$ cat config.mk
export PLATFORM = sky130hd
export DESIGN_NAME = seq_alu
export DESIGN_NICKNAME = d
export VERILOG_FILES = /design/src/rtl/seq_alu.sv
export SDC_FILE = /design/constraint.sdc
export NUM_CORES = 1
export LEC_CHECK = 0
export CAP_MARGIN = 10
export CORE_ASPECT_RATIO = 0.7
export CORE_MARGIN = 1
export CORE_UTILIZATION = 50
export DETAILED_ROUTE_END_ITERATION = 12
export PLACE_DENSITY = 0.7
export SLEW_MARGIN = 5
export SYNTH_ARGS = -nofsm -noshare
export SYNTH_HDL_FRONTEND = slang
export SYNTH_SLANG_ARGS = --single-unit
$ cat constraint.sdc
create_clock -name clk -period 8.2 [get_ports clk]
set_input_delay 1.64 -clock clk [delete_from_list [all_inputs] [get_ports clk]]
set_output_delay 1.64 -clock clk [all_outputs]
set_load 0.02 [all_outputs]
$ cat src/rtl/seq_alu.sv
// seq_alu: clocked ALU with a start/busy/done handshake.
// Single-cycle logic/add/sub/shift ops, plus multi-cycle shift-add MUL and
// restoring DIV (one iteration per enabled cycle, WIDTH iterations).
// Ports:
//   clk, rst_n    rising-edge clock, synchronous active-low reset
//   enable        clock enable; 0 freezes every register
//   start         request, accepted when enable=1 and busy=0
//   command[3:0]  opcode
//   a, b          WIDTH-bit operands
//   busy          high while MUL/DIV iterates
//   done          one-enabled-cycle pulse marking result/flags valid
//   overflow      arithmetic overflow / borrow flag
//   error         invalid opcode or divide-by-zero
//   result        2*WIDTH-bit registered result
module seq_alu #(
    parameter int unsigned WIDTH = 8
) (
    input  logic               clk,
    input  logic               rst_n,
    input  logic               enable,
    input  logic               start,
    input  logic [3:0]         command,
    input  logic [WIDTH-1:0]   a,
    input  logic [WIDTH-1:0]   b,
    output logic               busy,
    output logic               done,
    output logic               overflow,
    output logic               error,
    output logic [2*WIDTH-1:0] result
);

    localparam int unsigned RW  = 2 * WIDTH;
    localparam int unsigned SHW = (WIDTH > 1) ? $clog2(WIDTH) : 1;
    localparam int unsigned CW  = $clog2(WIDTH + 1);

    localparam logic [3:0] OP_AND = 4'd0;
    localparam logic [3:0] OP_OR  = 4'd1;
    localparam logic [3:0] OP_XOR = 4'd2;
    localparam logic [3:0] OP_NOT = 4'd3;
    localparam logic [3:0] OP_ADD = 4'd4;
    localparam logic [3:0] OP_SUB = 4'd5;
    localparam logic [3:0] OP_SHL = 4'd6;
    localparam logic [3:0] OP_SHR = 4'd7;
    localparam logic [3:0] OP_MUL = 4'd8;
    localparam logic [3:0] OP_DIV = 4'd9;

    typedef enum logic [1:0] {S_IDLE, S_ITER, S_DONE} state_e;

    state_e           state_q, state_d;
    logic [CW-1:0]    cnt_q, cnt_d;
    logic             is_div_q, is_div_d;
    logic [RW-1:0]    mcand_q, mcand_d;     // MUL multiplicand, shifted left per step
    logic [RW-1:0]    acc_q, acc_d;         // MUL partial product
    logic [WIDTH-1:0] quot_q, quot_d;       // MUL multiplier / DIV dividend->quotient
    logic [WIDTH-1:0] rem_q, rem_d;
    logic [WIDTH-1:0] divisor_q, divisor_d;
    logic [RW-1:0]    result_q, result_d;
    logic             overflow_q, overflow_d;
    logic             error_q, error_d;
    logic             done_q, done_d;
    logic             busy_q, busy_d;

    logic [WIDTH:0]   sum;
    logic [WIDTH-1:0] diff;
    logic [SHW-1:0]   shamt;
    logic [RW-1:0]    shl_val;
    logic [RW-1:0]    acc_nxt;
    logic [WIDTH:0]   shifted;
    logic [WIDTH:0]   trial;
    logic [WIDTH-1:0] rem_nxt;
    logic [WIDTH-1:0] quot_nxt;

    // State and datapath registers; reset wins over enable.
    always_ff @(posedge clk) begin
        if (!rst_n) begin
            state_q    <= S_IDLE;
            cnt_q      <= '0;
            is_div_q   <= 1'b0;
            mcand_q    <= '0;
            acc_q      <= '0;
            quot_q     <= '0;
            rem_q      <= '0;
            divisor_q  <= '0;
            result_q   <= '0;
            overflow_q <= 1'b0;
            error_q    <= 1'b0;
            done_q     <= 1'b0;
            busy_q     <= 1'b0;
        end else if (enable) begin
            state_q    <= state_d;
            cnt_q      <= cnt_d;
            is_div_q   <= is_div_d;
            mcand_q    <= mcand_d;
            acc_q      <= acc_d;
            quot_q     <= quot_d;
            rem_q      <= rem_d;
            divisor_q  <= divisor_d;
            result_q   <= result_d;
            overflow_q <= overflow_d;
            error_q    <= error_d;
            done_q     <= done_d;
            busy_q     <= busy_d;
        end
    end

    // Next-state, single-cycle ops and one MUL/DIV iteration.
    always_comb begin
        state_d    = state_q;
        cnt_d      = cnt_q;
        is_div_d   = is_div_q;
        mcand_d    = mcand_q;
        acc_d      = acc_q;
        quot_d     = quot_q;
        rem_d      = rem_q;
        divisor_d  = divisor_q;
        result_d   = result_q;
        overflow_d = overflow_q;
        error_d    = error_q;
        done_d     = 1'b0;
        busy_d     = busy_q;

        sum     = {1'b0, a} + {1'b0, b};
        diff    = a - b;
        shamt   = b[SHW-1:0];
        shl_val = {{WIDTH{1'b0}}, a} << shamt;

        acc_nxt  = quot_q[0] ? (acc_q + mcand_q) : acc_q;
        // Restoring step: bring down the next dividend bit, keep the
        // subtraction only if it did not go negative.
        shifted  = {rem_q, quot_q[WIDTH-1]};
        trial    = shifted - {1'b0, divisor_q};
        rem_nxt  = trial[WIDTH] ? shifted[WIDTH-1:0] : trial[WIDTH-1:0];
        quot_nxt = (quot_q << 1) | WIDTH'(!trial[WIDTH]);

        case (state_q)
            S_IDLE, S_DONE: begin
                if (start) begin
                    overflow_d = 1'b0;
                    error_d    = 1'b0;
                    state_d    = S_DONE;
                    done_d     = 1'b1;
                    case (command)
                        OP_AND: result_d = {{WIDTH{1'b0}}, a & b};
                        OP_OR:  result_d = {{WIDTH{1'b0}}, a | b};
                        OP_XOR: result_d = {{WIDTH{1'b0}}, a ^ b};
                        OP_NOT: result_d = {{WIDTH{1'b0}}, ~a};
                        OP_ADD: begin
                            result_d   = {{(WIDTH-1){1'b0}}, sum};
                            overflow_d = sum[WIDTH];
                        end
                        OP_SUB: begin
                            result_d   = {{WIDTH{1'b0}}, diff};
                            overflow_d = (a < b);
                        end
                        OP_SHL: begin
                            result_d   = shl_val;
                            overflow_d = |shl_val[RW-1:WIDTH];
                        end
                        OP_SHR: result_d = {{WIDTH{1'b0}}, a >> shamt};
                        OP_MUL: begin
                            mcand_d  = {{WIDTH{1'b0}}, a};
                            acc_d    = '0;
                            quot_d   = b;
                            is_div_d = 1'b0;
                            cnt_d    = CW'(WIDTH);
                            busy_d   = 1'b1;
                            state_d  = S_ITER;
                            done_d   = 1'b0;
                        end
                        OP_DIV: begin
                            if (b == '0) begin
                                error_d  = 1'b1;
                                result_d = '1;
                            end else begin
                                quot_d    = a;
                                rem_d     = '0;
                                divisor_d = b;
                                is_div_d  = 1'b1;
                                cnt_d     = CW'(WIDTH);
                                busy_d    = 1'b1;
                                state_d   = S_ITER;
                                done_d    = 1'b0;
                            end
                        end
                        default: begin
                            error_d  = 1'b1;
                            result_d = '0;
                        end
                    endcase
                end else begin
                    state_d = S_IDLE;
                end
            end
            S_ITER: begin
                cnt_d = cnt_q - CW'(1);
                if (is_div_q) begin
                    rem_d  = rem_nxt;
                    quot_d = quot_nxt;
                end else begin
                    acc_d   = acc_nxt;
                    mcand_d = mcand_q << 1;
                    quot_d  = quot_q >> 1;
                end
                if (cnt_q == CW'(1)) begin
                    result_d   = is_div_q ? {rem_nxt, quot_nxt} : acc_nxt;
                    overflow_d = !is_div_q && (|acc_nxt[RW-1:WIDTH]);
                    busy_d     = 1'b0;
                    done_d     = 1'b1;
                    state_d    = S_DONE;
                end
            end
            default: state_d = S_IDLE;
        endcase
    end

    assign busy     = busy_q;
    assign done     = done_q;
    assign overflow = overflow_q;
    assign error    = error_q;
    assign result   = result_q;

endmodule
==> results.ini, run 1 <==
[outcome]
status=complete, no violations

[yosys]
synthMuxAreaShare_pct=6.96
ys_seq_area_share_pct=24.3
ys_types=77
synth_compound_area_share_pct=30.6
ys_top_cells_by_area=dfxtp_1, ha_1, a21oi_1, nor2_1, mux2i_1
netlist.top_cell.by_area=dfxtp_1
synthSimpleGateAreaFrac_pct=19.4
synth_ff_type=dfxtp_1
syn_area_per_cell_sq_um=7.48
synthXorXnorAreaFrac_pct=2.31
synth_commonest_cells=nor2_1, a21oi_1, nand2_1
netlist_instances=914
synth.cell_area_sq_um=6830
ys_warn_count=0
syn_nets=992
ys_async_sr_fraction_pct=0
synth_edf_count=0
synth_top_family_by_area=compound AO/OA/AOI/OAI gates
post-synth-top-area-fraction_pct=24.3
yosysMostFrequentCell=nor2_1
synthAdderAreaFrac_pct=10.3
ys_ff_latch=83

[layout]
drive_above_1_share_pct=6.08
area_growth_pct=11.8
nFillCells=1266
antenna_cells=0
regArea_sq_um=1660
layout.nets=994
final_core_util_pct=57.8
multi_input_area_sq_um=4760

[placement]
dp.final_hpwl_um=16700
place_congestion=1.00
io_buffer_count=43
preCtsSetupSlack_ns=3.05

[critical_path]
cp_data_arrival_time_ns=5.13
reg2reg_depth=10
cp_max_fo=19
max_stage_delay_ns=0.88
cp.required_ns=8.42
cp-start-kind=input port
worstSetupStartpoint=b[2]
cp_cell_sequence=clkdlybuf4s50_1, inv_1, ha_1, inv_1, a21oi_1, o21ba_2, o31ai_1, a2111oi_0, o31ai_1, nor4b_2, a31oi_1
r2r_end=result[14]$_SDFFE_PN0P_
slowest_stage=clkdlybuf4s50_1
r2r-start=mcand_q[0]$_SDFFE_PN0P_
crit_type=input port to flip-flop
critPathCapture=overflow$_SDFFE_PN0P_
cp-end-kind=flip-flop
reg2reg_setup_slack_ns=5.05

[cts]
clock-sinks=83
holdBufCountCts=0
cts_tree=yes
htreeDepth=3
clk_latency_ns=0.34
post_cts_buffers=0
cts_buffers=9
ctsLongestPathBuffers=2
clock-root-buffer=clkbuf_16
clk_pin_slew_ns=0.06
post_cts_resized=0

[power_and_ir_drop]
power_leakage_nw=2.97
clkPwrFrac_pct=41.5
cellPowerDensity_nw_per_um2=141
combPwrFrac_pct=19.6
p_seq_share_pct=38.9
worst_ir_drop_vdd_mv=0.119
swShare_pct=28.5
p_switching_mw=0.308
cell_internal_pwr_mw=0.773

[sta]
setup_tns_ns=0
tightest_slew_ns=1.22
max_freq_mhz=204
skew_ns=0.00540
setup_ws_ns=3.30
hold_viol=0
rsz0062_at_grt=false
fin_crit_ns=4.90
slew_viol_final=0
setup_viol=0
relSlewSlack_pct=18.8
finalCritPeriodShare_pct=59.8

[route]
post-route-drc-count=0
via_count=6955
vias_per_cell=6.29
firstDrtPassIters=5
drtIter0Drc=861
drt_wl_total_um=22500
wl_per_cell_um=20.3
ant_nets=0

[die]
core_area_sq_um=13200
initial_utilization_pct=51.7
die_x_um=142
dieArea_sq_um=14100
rows=35
io_pins=44
chipHeight_um=99.8

[global_routing]
globalRouteOverflowTotal=0
grt_pass1_wl_um=35500
grt_usage_pct=32.7
antenna_found_initial=0
grt_max_degree=69
grt_pass1_vias=6264

[worst_hold_path]
worstHoldStart=error$_SDFFE_PN0P_
holdPathStages=2
min-delay-path-class=flip-flop to flip-flop

[job]
drv_cap=0

[cell usage in the layout (no fill, tap or decap), types with 7 or more instances in the layout]
| cell | count |
|---|---|
| nor2_1 | 128 |
| a21oi_1 | 99 |
| nand2_1 | 87 |
| dfxtp_1 | 83 |
| o21ai_0 | 59 |
| ha_1 | 50 |
| inv_1 | 43 |
| clkdlybuf4s50_1 | 43 |
| mux2i_1 | 34 |
| a22oi_1 | 20 |
| a211oi_1 | 19 |
| nand3_1 | 17 |
| a311oi_1 | 17 |
| a31oi_1 | 14 |
| xnor2_1 | 11 |
| and2_1 | 10 |
| nor3_1 | 9 |
| clkbuf_16 | 9 |
| buf_4 | 9 |
| a21o_1 | 7 |
| xor2_1 | 7 |
| or3_1 | 7 |
[final cells by class]
| cell class | instances | share of cell area, % |
|---|---|---|
| clock buffer | 12 | 3.36 |
| tap | 185 | 3.03 |
| sequential | 83 | 21.7 |
| timing repair buffer | 52 | 6.51 |
| inverter | 44 | 2.16 |
| clock inverter | 4 | 0.949 |
| multi-input combinational | 726 | 62.3 |
[stage by stage]
stage               instance area [sq um]  hold WS [ns]  total power [mW]  std cells
floorplan                            6830         0.454             0.559        914
global placement                     7310         0.447             0.633       1090
detailed placement                   7310         0.451             0.631       1090
CTS                                  7640         0.463              1.08       1106
global route                         7640         0.500              1.12       1106
finish                               7640         0.459              1.08       1106
[cell families (layout without fill, tap and decap cells)]
family | after synthesis | in the layout
buffers and inverters | 105 | 112
DFF | 83 | 83
xor gates and xnor gates | 18 | 18
muxes | 42 | 42
adders and majority gates | 54 | 54
and+or+nand+nor | 297 | 297
AOI/OAI and AO/OA | 315 | 315
[worst min-delay path by stage]
stage | endpoint | slack (ns)
floorplan | divisor_q[1]$_SDFFE_PN0P_ | 0.45
global placement | error$_SDFFE_PN0P_ | 0.45
detailed placement | error$_SDFFE_PN0P_ | 0.45
CTS | error$_SDFFE_PN0P_ | 0.46
global route | error$_SDFFE_PN0P_ | 0.50
finish | error$_SDFFE_PN0P_ | 0.46
[registers in the layout, indices dropped and copies added, names as in the netlist]
name and cells:
acc_q 16, mcand_q 16, result 16, divisor_q 8
quot_q 8, rem_q 8, cnt_q 4, state_q 2
busy 1, done 1, error 1, is_div_q 1
overflow 1
[layer usage]
layer  wire length, um  global-route usage [%]  part of all wire, %
met2              8650                    44.0                   39
met5                 0                       0                    0
met3              2890                    11.3                   13
met1             10700                    50.0                   48
met4               249                    4.96                  1.1
[critical path, delay by kind of cell]
family / cells / cell delay (ns)
buf+inv: 3 / 1.44
compound gates: 6 / 1.34
fa+ha+maj: 1 / 0.43
simple gates: 1 / 0.27
[power groups by stage]
stage	logic, mW	registers [mW]	clock network [mW]
floorplan	0.125	0.434	0
global placement	0.204	0.429	0
detailed placement	0.202	0.429	0
CTS	0.203	0.420	0.454
global route	0.225	0.421	0.470
finish	0.212	0.420	0.449
No activity file was read; power rests on OpenSTA's default activity.
==> run 2: changes to the inputs <==
--- a/config.mk
+++ b/config.mk
@@ -10,7 +10,7 @@
 export CORE_MARGIN = 1
 export CORE_UTILIZATION = 50
 export DETAILED_ROUTE_END_ITERATION = 12
-export PLACE_DENSITY = 0.7
+export PLACE_DENSITY = 0.73
 export SLEW_MARGIN = 5
 export SYNTH_ARGS = -nofsm -noshare
 export SYNTH_HDL_FRONTEND = slang
==> constraint.sdc (replaced) <==
create_clock -name clk -period 4.4 [get_ports clk]
set_input_delay 0.88 -clock clk [delete_from_list [all_inputs] [get_ports clk]]
set_output_delay 0.88 -clock clk [all_outputs]
set_load 0.02 [all_outputs]
==> run 2 against run 1 <==
  * Cell count up 2.5%
  * Highest routed layer is now met5
  * Utilization up 1.5 points
  * Final area up 2.6%
  * Largest cell class unchanged
  * Die area unchanged
==> results.ini, run 2 (synthesized netlist as in run 1, its figures left out) <==
[outcome]
status=complete, no violations

[job]
drv_cap=0  ; unchanged

[critical_path]
cp-end-kind=flip-flop
crit_type=input port to flip-flop
cp_max_fo=12  ; -7
cp-start-kind=input port
cp.required_ns=4.67  ; -3.75 ns
slowest_stage=a2111oi_0
cp_data_arrival_time_ns=3.86  ; -1.27 ns
cp_cell_sequence=clkdlybuf4s50_1, buf_4, inv_1, fa_1, a21oi_1, o21ba_2, o31ai_1, a2111oi_0, o31ai_1, nor4b_2, a31oi_1
crit_top_cell=o31ai_1
reg2reg_setup_slack_ns=1.17  ; -3.88 ns
max_stage_delay_ns=0.56  ; -0.32 ns

[global_routing]
grt_pass1_wl_um=36400  ; +2.4%
grt_usage_pct=33.6  ; +0.87 points
globalRouteOverflowTotal=0  ; unchanged
grt_max_degree=69  ; unchanged
antenna_found_initial=1  ; +1
grt_pass1_vias=6364  ; +1.6%

[die]
io_pins=44  ; unchanged
dieArea_sq_um=14100  ; unchanged
die_x_um=142  ; unchanged
initial_utilization_pct=51.7  ; unchanged
core_area_sq_um=13200  ; unchanged
rows=35  ; unchanged
chipHeight_um=99.8  ; unchanged

[sta]
hold_viol=0  ; unchanged
hold_ws_ns=0.461  ; +0.00145 ns
slew_viol_final=0  ; unchanged
max_freq_mhz=279
fin_crit_ns=3.59
relSlewSlack_pct=15.3  ; -3.5 points
finalCritPeriodShare_pct=81.6
rsz0062_at_grt=false
skew_ns=0.00766  ; +0.00226 ns
tightest_slew_ns=1.24  ; +0.0232 ns
setup_tns_ns=0  ; unchanged
setup_viol=0  ; unchanged
setup_ws_ns=0.809  ; -2.49 ns

[route]
drtIter0Drc=839  ; -2.6%
wl_per_cell_um=20.5  ; +0.91%
firstDrtPassIters=5  ; unchanged
drt_wl_total_um=23200  ; +3.5%
via_count=7153  ; +2.8%
vias_per_cell=6.31  ; +0.31%
post-route-drc-count=0  ; unchanged
ant_nets=0  ; unchanged

[cts]
clock-sinks=83  ; unchanged
post_cts_buffers=0  ; unchanged
clock-root-buffer=clkbuf_16
ctsLongestPathBuffers=2  ; unchanged
htreeDepth=3  ; unchanged
holdBufCountCts=0  ; unchanged
cts_buffers=9  ; unchanged
clk_latency_ns=0.35  ; about the same
clk_pin_slew_ns=0.06  ; about the same
post_cts_resized=0  ; unchanged
cts_tree=yes

[power_and_ir_drop]
power.total_mw=2.02  ; +87%
cellPowerDensity_nw_per_um2=258  ; +82%
power_leakage_nw=3.09  ; +4.3%
worst_ir_drop_vdd_mv=0.180  ; +51%

[placement]
preCtsSetupSlack_ns=0.565  ; -2.49 ns
post-place-cells=1118  ; +2.6%
dp.final_hpwl_um=17400  ; +4.4%
place_congestion=1.04  ; +4.3%
io_buffer_count=43  ; unchanged

[layout]
area_growth_pct=14.8
stdcell_count=1134  ; +2.5%
final_cell_mix=nor2_1, a21oi_1, nand2_1, dfxtp_1, o21ai_0
layout.nets=1022  ; +2.8%
antenna_cells=0  ; unchanged
final_common_cell=nor2_1
drive_above_1_share_pct=8.85  ; +2.8 points

[worst_hold_path]
min-delay-path-class=flip-flop to flip-flop

[run 2: path summary, 6_finish.rpt]
path,start,endpoint,cells after the start
worst max-delay path,b[1],overflow$_SDFFE_PN0P_,11
worst min-delay path,error$_SDFFE_PN0P_,error$_SDFFE_PN0P_,2
worst max register to register,mcand_q[0]$_SDFFE_PN0P_,result[14]$_SDFFE_PN0P_,10
worst min register to register,error$_SDFFE_PN0P_,error$_SDFFE_PN0P_,2
[run 2: critical path, delay by kind of cell]
kind,cells,cell delay (ns)
AND/OR/NAND/NOR,1,0.20
adder cells (fa/ha/maj),1,0.49
AO/OA/AOI/OAI,6,1.42
buffers and inverters,3,0.87
[run 2: through the flow]
| step | instance area (sq um) | util (%) |
|---|---|---|
| 2_1_floorplan | 6830 | - |
| 3_3_place_gp | 7520 | 56.9 |
| 3_5_place_dp | 7520 | 56.9 |
| 4_1_cts | 7840 | 59.3 |
| 5_1_grt | 7840 | 59.3 |
| 6_report | 7840 | 59.3 |
[run 2: report_power, final]
part,switching (mW),internal [mW],total (mW)
sequential,0.0143,0.769,0.783
combinational,0.258,0.159,0.417
clock,0.322,0.498,0.821
total,0.594,1.43,2.02
[run 2: per-layer routing]
| metal | track usage [%] | part of all wire (%) | wire, um |
|---|---|---|---|
| met5 | 0 | 0.052 | 12 |
| met4 | 5.87 | 1.2 | 289 |
| met3 | 13.7 | 13 | 3130 |
| met2 | 44.4 | 38 | 8900 |
| met1 | 50.3 | 47 | 10900 |
[run 2: final cells by class]
class,instances,area [sq um]
Timing Repair Buffer,80,708
Sequential cell,83,1660
Inverter,44,165
Clock inverter,6,88.8
Tap cell,185,231
Multi-Input combinational cell,726,4760
Clock buffer,10,229
Fill cell,1254,5380
==> run 3: changes to the inputs <==
--- a/config.mk
+++ b/config.mk
@@ -10,7 +10,7 @@
 export CORE_MARGIN = 1
 export CORE_UTILIZATION = 50
 export DETAILED_ROUTE_END_ITERATION = 12
-export PLACE_DENSITY = 0.73
+export PLACE_DENSITY = 0.7
 export SLEW_MARGIN = 5
 export SYNTH_ARGS = -nofsm -noshare
 export SYNTH_HDL_FRONTEND = slang
==> constraint.sdc (replaced) <==
create_clock -name clk -period 3.64 [get_ports clk]
set_input_delay 0.728 -clock clk [delete_from_list [all_inputs] [get_ports clk]]
set_output_delay 0.728 -clock clk [all_outputs]
set_load 0.02 [all_outputs]
==> run 3 against run 2 <==
  * Non-clock buffer count increased by 11
  * Die area stayed put
  * Global-route usage shrank 0.47 points
  * Combinational power rose by 23%
  * Sequential power up 21%
  * Highest routed layer unchanged
  * Critical path type is now flip-flop to flip-flop
  * Worst hold slack worse by 0.0010 ns
  * Register-to-register slack worse by 0.81 ns
  * Via count is 0.62% higher
  * Largest power group unchanged
  * Critical endpoint is now result[14]$_SDFFE_PN0P_
  * Utilization up 0.99 points
  * Sequential share of layout area shrank 0.35 points
==> results.ini, run 3 (synthesized netlist as in run 1, its figures left out) <==
[outcome]
status=complete, no violations

[sta]
setup_viol=0  ; unchanged
slew_viol_final=0  ; unchanged
skew_ns=0.00766  ; +0.00000327 ns
max_freq_mhz=305
fin_crit_ns=3.28
tightest_slew_ns=0.810  ; -0.429 ns
relSlewSlack_pct=44.6  ; +29 points
rsz0062_at_grt=false
hold_viol=0  ; unchanged
setup_tns_ns=0  ; unchanged
finalCritPeriodShare_pct=90.0

[route]
wl_per_cell_um=19.9  ; -2.8%
firstDrtPassIters=6  ; +1
post-route-drc-count=0  ; unchanged
vias_per_cell=6.29  ; -0.35%
drtIter0Drc=935  ; +11%
drt_wl_total_um=22800  ; -1.8%
via_count=7197  ; +0.62%
ant_nets=0  ; unchanged

[placement]
place_congestion=1.02  ; -2.1%
dp.final_hpwl_um=17300  ; -0.24%
io_buffer_count=43  ; unchanged
dpl-instance-area_sq_um=7630  ; +1.4%

[critical_path]
reg2reg_setup_slack_ns=0.36  ; -0.81 ns
slowest_stage=o21ai_0
cp_data_arrival_time_ns=3.48  ; -0.38 ns
cp_max_fo=3  ; -9
cp-end-kind=flip-flop
crit_type=flip-flop to flip-flop
cp-start-kind=flip-flop
cp_cell_sequence=ha_1, fa_1, a21oi_1, o221ai_1, a41oi_2, o21ai_1, xor2_1, mux2_2, o21ai_0, a31oi_1
max_stage_delay_ns=0.50  ; -0.06 ns
cp.required_ns=3.84  ; -0.83 ns

[layout]
final_common_cell=nor2_1
fin_area_sq_um=7970  ; +1.7%
area_growth_pct=16.7
layout.nets=1033  ; +1.1%
final_cell_mix=nor2_1, a21oi_1, nand2_1, dfxtp_1, o21ai_0
drive_above_1_share_pct=9.91  ; +1.1 points
final_core_util_pct=60.3  ; +0.99 points

[job]
drv_cap=0  ; unchanged

[power_and_ir_drop]
worst_ir_drop_vdd_mv=0.222  ; +23%
power_leakage_nw=3.17  ; +2.4%
cellPowerDensity_nw_per_um2=316  ; +22%

[cts]
clock-root-buffer=clkbuf_16
clk_latency_ns=0.35  ; about the same
htreeDepth=3  ; unchanged
holdBufCountCts=0  ; unchanged
clk_pin_slew_ns=0.07  ; about the same
cts_buffers=9  ; unchanged
clock-sinks=83  ; unchanged
post_cts_resized=0  ; unchanged
post_cts_buffers=0  ; unchanged
cts_tree=yes
ctsLongestPathBuffers=2  ; unchanged

[global_routing]
antenna_found_initial=0  ; -1
globalRouteOverflowTotal=0  ; unchanged
grt_pass1_wl_um=35600  ; -2.2%
grt_max_degree=39  ; -43%
grt_usage_pct=33.1  ; -0.47 points
grt_pass1_vias=6390  ; +0.41%

[worst_hold_path]
min-delay-path-class=flip-flop to flip-flop

[die]
rows=35  ; unchanged
core_area_sq_um=13200  ; unchanged
initial_utilization_pct=51.7  ; unchanged
die_x_um=142  ; unchanged
dieArea_sq_um=14100  ; unchanged
io_pins=44  ; unchanged
chipHeight_um=99.8  ; unchanged

-- run 3: cell types whose count changed in the layout (fill, tap and decap cells not counted) --
| cell | delta |
|---|---|
| buf_12 | +2 |
| buf_4 | +9 |
| bufinv_16 | +1 |
| clkbuf_1 | -1 |
| clkinv_2 | -1 |
| diode_2 | +1 |
-- run 3: final cells by class --
| cell class | instances | area, sq um |
|---|---|---|
| Antenna cell | 1 | 2.50 |
| Clock buffer | 9 | 225 |
| Clock inverter | 6 | 114 |
| Fill cell | 1253 | 5250 |
| Inverter | 44 | 165 |
| Multi-Input combinational cell | 726 | 4760 |
| Sequential cell | 83 | 1660 |
| Tap cell | 185 | 231 |
| Timing Repair Buffer | 91 | 816 |
-- run 3: through the flow --
step	hold WS [ns]	std cells	setup WS, ns	total power, mW
after floorplan	0.454	914	0.509	1.26
after global placement	0.446	1129	0.139	1.46
after detailed placement	0.450	1129	0.0868	1.46
after CTS	0.463	1144	0.429	2.51
after global routing	0.470	1144	0.222	2.59
final	0.460	1145	0.363	2.52
-- run 3: routing by layer --
layer  GRT usage (%)  up-vias  wire length, um
met4            5.21        2              197
met2            44.0      385             8610
met1            48.9     3379            10600
met5            3.86        -               69
li1                -     3404                -
met3            14.1       27             3320
-- run 3: power breakdown --
group | switching, mW | leakage (nW) | total (mW) | internal (mW)
sequential | 0.0147 | 0.672 | 0.944 | 0.929
combinational | 0.313 | 2.34 | 0.514 | 0.201
clock | 0.389 | 0.158 | 1.06 | 0.669
total | 0.717 | 3.17 | 2.52 | 1.80
-- run 3: worst paths after layout --
kind,end,depth (start not counted),startpoint
worst max-delay path,result[14]$_SDFFE_PN0P_,10,mcand_q[0]$_SDFFE_PN0P_
worst min-delay path,error$_SDFFE_PN0P_,2,error$_SDFFE_PN0P_
worst max register to register,result[14]$_SDFFE_PN0P_,10,mcand_q[0]$_SDFFE_PN0P_
worst min register to register,error$_SDFFE_PN0P_,2,error$_SDFFE_PN0P_
-- run 3: critical path, delay by kind of cell (launching register included) --
| kind | cells | cell delay, ns |
|---|---|---|
| compound gates | 6 | 1.65 |
| flops | 1 | 0.34 |
| xor+xnor | 1 | 0.16 |
| fa+ha+maj | 2 | 0.69 |
| mux | 1 | 0.29 |
==> RTL edit 1 (config.mk and constraints of run 2) <==
Make the reset (`rst_n`) asynchronous in one clocked block. Comments in the files are not updated.
--- a/src/rtl/seq_alu.sv
+++ b/src/rtl/seq_alu.sv
@@ -71,7 +71,7 @@
     logic [WIDTH-1:0] quot_nxt;
 
     // State and datapath registers; reset wins over enable.
-    always_ff @(posedge clk) begin
+    always_ff @(posedge clk or negedge rst_n) begin
         if (!rst_n) begin
             state_q    <= S_IDLE;
             cnt_q      <= '0;
Behaviour: differs if rst_n is asserted again (counterexample within 4 cycles, from zero or initial values and one cycle with rst_n low); with rst_n held inactive, the same outputs for 4 cycles.
==> RTL edit 1 against run 2 <==
Wire length fell by 6.0%. Cell area rose by 2.8%. Count of clock-buffer cells in the layout fell by 1. Synthesized cell count fell by 3.6%. Critical endpoint is now result[7]. Sequential cell count did not move. Hold slack improved by 0.037 ns. Worst setup slack got worse by 0.054 ns. Critical path type unchanged. Synthesized area rose by 3.4%. Largest cell class unchanged.
Power is not compared: it rests on default switching activity, and its combinational part moved more than twofold at a synthesized area within 25%.
==> RTL edit 1: results (changes against run 2) <==
Timing
  – Hold WS: 0.498 ns (+0.0372 ns)
  – Worst setup skew after layout: 0.00841 ns (+0.000750 ns)
  – Remaining max-slew budget at the tightest pin: 40.6% (+25 points)
  – Max Transition Viols Final: 0 (unchanged)

Critical path
  – Crit-path max cell delay: 0.68 ns (+0.12 ns)
  – Capture instance of the worst register-to-register path: overflow
  – Crit-path slowest cell: sky130_fd_sc_hd__clkdlybuf4s50_1
  – Worst reg-to-reg path cell count: 9 (-1)
  – Crit path from: a[1]
  – Critical Path AT: 3.91 ns (+0.05 ns)
  – Peak fanout along the critical path: 8 (-4)
  – Crit path to: result[7]
  – Reg2reg start: mcand_q[4]
  – Largest delay share family, worst path: compound AO/OA/AOI/OAI gates
  – Flop2flop setup slack: 1.03 ns (-0.14 ns)

Global route
  – Number of antenna violations at the first check in global routing: 0 (-1)
  – Global-route met2 utilization: 44.3% (-0.078 points)
  – Pin count of the biggest net entering global routing: 57 (-17%)
  – Global-route wire length before repair: 34,900 um (-4.2%)
  – Vias in the first global route: 6,439 (+1.2%)
  – Met3 Use GR: 7.09% (-6.6 points)
  – Met1 Resource Use GR: 48.0% (-2.3 points)
  – Total global routing track utilization: 31.3% (-2.3 points)

Place
  – Setup Slack @ Placement: 0.476 ns (-0.0890 ns)
  – HPWL after DPL: 17,000 um (-2.5%)
  – Final weighted congestion in routability-driven placement: 0.970 (-6.9%)
  – Instance area after placement: 0.00774 sq mm (+2.8%)

Detailed routing
  – Detailed route wirelength on metal2: 8990 um (+1.1%)
  – Routed vias: 6,868 (-4.0%)
  – Detailed-route wire length per cell: 19.7 um (-3.7%)
  – Iter 0 DRT Violations: 591 (-30%)
  – Top routing layer in use: met4
  – DRT met1 WL: 10,600 um (-3.0%)
  – Met3 wire length: 1980 um (-37%)

Synth
  – Number of distinct standard cells referenced by the synthesized netlist: 71 (-7.8%)
  – Leading post-synthesis cells by cell area: sky130_fd_sc_hd__dfrtp_1, sky130_fd_sc_hd__ha_1, sky130_fd_sc_hd__o21ai_0
  – Share of flip-flops with an asynchronous set or reset: 100% (+100 points)
  – Register area share after synthesis: 29.4% (+5.1 points)
  – Post-synth top flop: sky130_fd_sc_hd__dfrtp_1
  – Post-Syn Nets: 959 (-3.3%)
  – Average cell area after synthesis: 8.02 sq um (+7.2%)

Hold path
  – Critical hold path startpoint: error
  – Worst Hold Path EP: error

Die
  – Horizontal die dimension: 144 um (+1.6%)

Layout
  – Final non-filler cell area: 0.00807 sq mm (+2.8%)
  – Post-layout nets: 995 (-2.6%)
  – Filler Cells Inserted: 1,312 (+4.6%)

Power
  – Part of the power in combinational logic: 52.3%

Run status
  – Result of the run: finished, final reports clean
-- RTL edit 1: cell count changes in the layout (fill, tap and decap cells not counted), sizes merged, moves of 15 or more --
cell / run 2 / this run
nor2: 130 / 81
a22oi: 20 / 2
o21ai: 63 / 91
a21oi: 101 / 65
a311oi: 18 / 2
dfxtp: 83 / 0
dfrtp: 0 / 83
nand2: 87 / 102
-- RTL edit 1: cell families after synthesis --
logic type	after synthesis	share of synthesized area (%)
AO/OA/AOI/OAI	299	27.5
XOR/XNOR	19	2.46
adder cells (fa/ha/maj)	54	9.99
buffers and inverters	97	5.51
flip-flops	83	29.4
multiplexers	48	7.23
AND/OR/NAND/NOR	281	18.0
-- RTL edit 1: cell type report --
type	instances	area share (%)
Clock buffer	9	2.79
Clock inverter	7	1.26
Inverter	52	2.42
Multi-Input combinational cell	701	57.1
Sequential cell	83	25.8
Tap cell	185	2.87
Timing Repair Buffer	70	7.82
==> RTL edit 2 (config.mk and constraints of run 2) <==
Made on the original files. `WIDTH`: 8 -> 4.
--- a/src/rtl/seq_alu.sv
+++ b/src/rtl/seq_alu.sv
@@ -13,7 +13,7 @@
 //   error         invalid opcode or divide-by-zero
 //   result        2*WIDTH-bit registered result
 module seq_alu #(
-    parameter int unsigned WIDTH = 8
+    parameter int unsigned WIDTH = 4
 ) (
     input  logic               clk,
     input  logic               rst_n,
Interface: changed (resized a, b and result); port bits go from 44 to 28. No check against the original RTL was run, so the function may have changed too.
==> RTL edit 2 against run 2 <==
Sequential cell count fell by 37. Synthesized area fell by 45%. Cell area fell by 47%. Wire length fell by 55%. Global-route usage fell by 5.3 points. Total power fell by 52%. Worst setup slack improved by 0.37 ns. Register-to-register slack improved by 0.69 ns. Count of clock-buffer cells in the layout fell by 5. Clock power fell by 62%. Sequential power fell by 44%. Sequential share of layout area rose by 1.1 points. Largest power group is now sequential cells. Hold slack improved by 0.017 ns.
==> RTL edit 2: results (changes against run 2) <==
Power
  – Combinational Power: 0.213 mW (-49%)
  – Worst supply voltage drop on vdd: 0.000163 V (-9.5%)
  – Flop+latch power: 0.441 mW (-44%)
  – Pint: 0.681 mW (-52%)

Critical path
  – Critical Path AT: 3.42 ns (-0.44 ns)
  – Crit-path max cell delay: 0.69 ns (+0.13 ns)
  – Flop2flop setup slack: 1.86 ns (+0.69 ns)
  – Crit path to: result[4]
  – Peak fanout along the critical path: 14 (+2)
  – Crit path from: b[0]

Detailed routing
  – Routed vias: 3,551 (-50%)
  – Iter 0 DRT Violations: 360 (-57%)
  – Average via count per standard cell: 6.18 (-2.1%)
  – Total Wirelength: 10,500 um (-55%)
  – Met3 wire length: 1140 um (-64%)

CTS
  – Clock tree root driver cell: sky130_fd_sc_hd__clkbuf_8
  – Worst-Skew Late Latency: 0.30 ns (-0.05 ns)
  – Inserted Clock Buffers: 5 (-4)
  – Maximum level of the CTS H-tree: 2 (-1)

Place
  – Instance area after placement: 0.00403 sq mm (-46%)
  – Setup Slack @ Placement: 0.873 ns (+0.308 ns)
  – HPWL after DPL: 7940 um (-54%)
  – Number of I/O port buffers: 27 (-37%)

Synth
  – Most instantiated cells after synthesis: sky130_fd_sc_hd__dfxtp_1, sky130_fd_sc_hd__nand2_1, sky130_fd_sc_hd__a21oi_1
  – Post-Syn Nets: 517 (-48%)
  – Average cell area after synthesis: 7.96 sq um (+6.4%)
  – Leading post-synthesis cells by cell area: sky130_fd_sc_hd__dfxtp_1, sky130_fd_sc_hd__ha_1, sky130_fd_sc_hd__nor2b_1
  – Register area share after synthesis: 24.6% (+0.26 points)

Global route
  – Pin count of the biggest net entering global routing: 31 (-55%)
  – Vias in the first global route: 3,239 (-49%)
  – Total global routing track utilization: 28.3% (-5.3 points)
  – Global-route wire length before repair: 17,200 um (-53%)
  – Met3 Use GR: 7.54% (-6.2 points)
  – Number of antenna violations at the first check in global routing: 0 (-1)

Layout
  – Fraction of final layout cells sized beyond drive strength 1: 6.24% (-2.6 points)
  – Post-layout nets: 526 (-49%)

Timing
  – Worst setup skew after layout: 0.00645 ns (-0.00121 ns)
  – Worst path setup slack after routing: 1.17 ns (+0.365 ns)

Run status
  – Result of the run: finished, final reports clean
-- RTL edit 2: area by class of cell --
| class | instances | area [sq um] | area share (%) |
|---|---|---|---|
| flip-flops and latches | 46 | 921 | 22.3 |
| repair buffers | 34 | 323 | 7.80 |
| clock buffers | 5 | 68.8 | 1.66 |
| well taps | 94 | 118 | 2.84 |
| clock inverters | 3 | 40.0 | 0.968 |
| inverters | 24 | 90.1 | 2.18 |
| multi-input cells | 369 | 2580 | 62.3 |
-- RTL edit 2: kinds of logic after synthesis --
kind of cell | count (synthesis) | synth area share [%]
adders and majority gates | 30 | 10.8
buffers and inverters | 56 | 6.64
AOI/OAI and AO/OA | 155 | 28.0
muxes | 18 | 4.94
xor gates and xnor gates | 9 | 2.30
DFF | 46 | 24.6
and+or+nand+nor | 157 | 22.7
-- RTL edit 2: critical path, delay by kind of cell --
| family | cells | cell delay [ns] |
|---|---|---|
| compound gates | 5 | 0.96 |
| fa+ha+maj | 2 | 0.78 |
| buf+inv | 1 | 0.69 |
| simple gates | 1 | 0.10 |
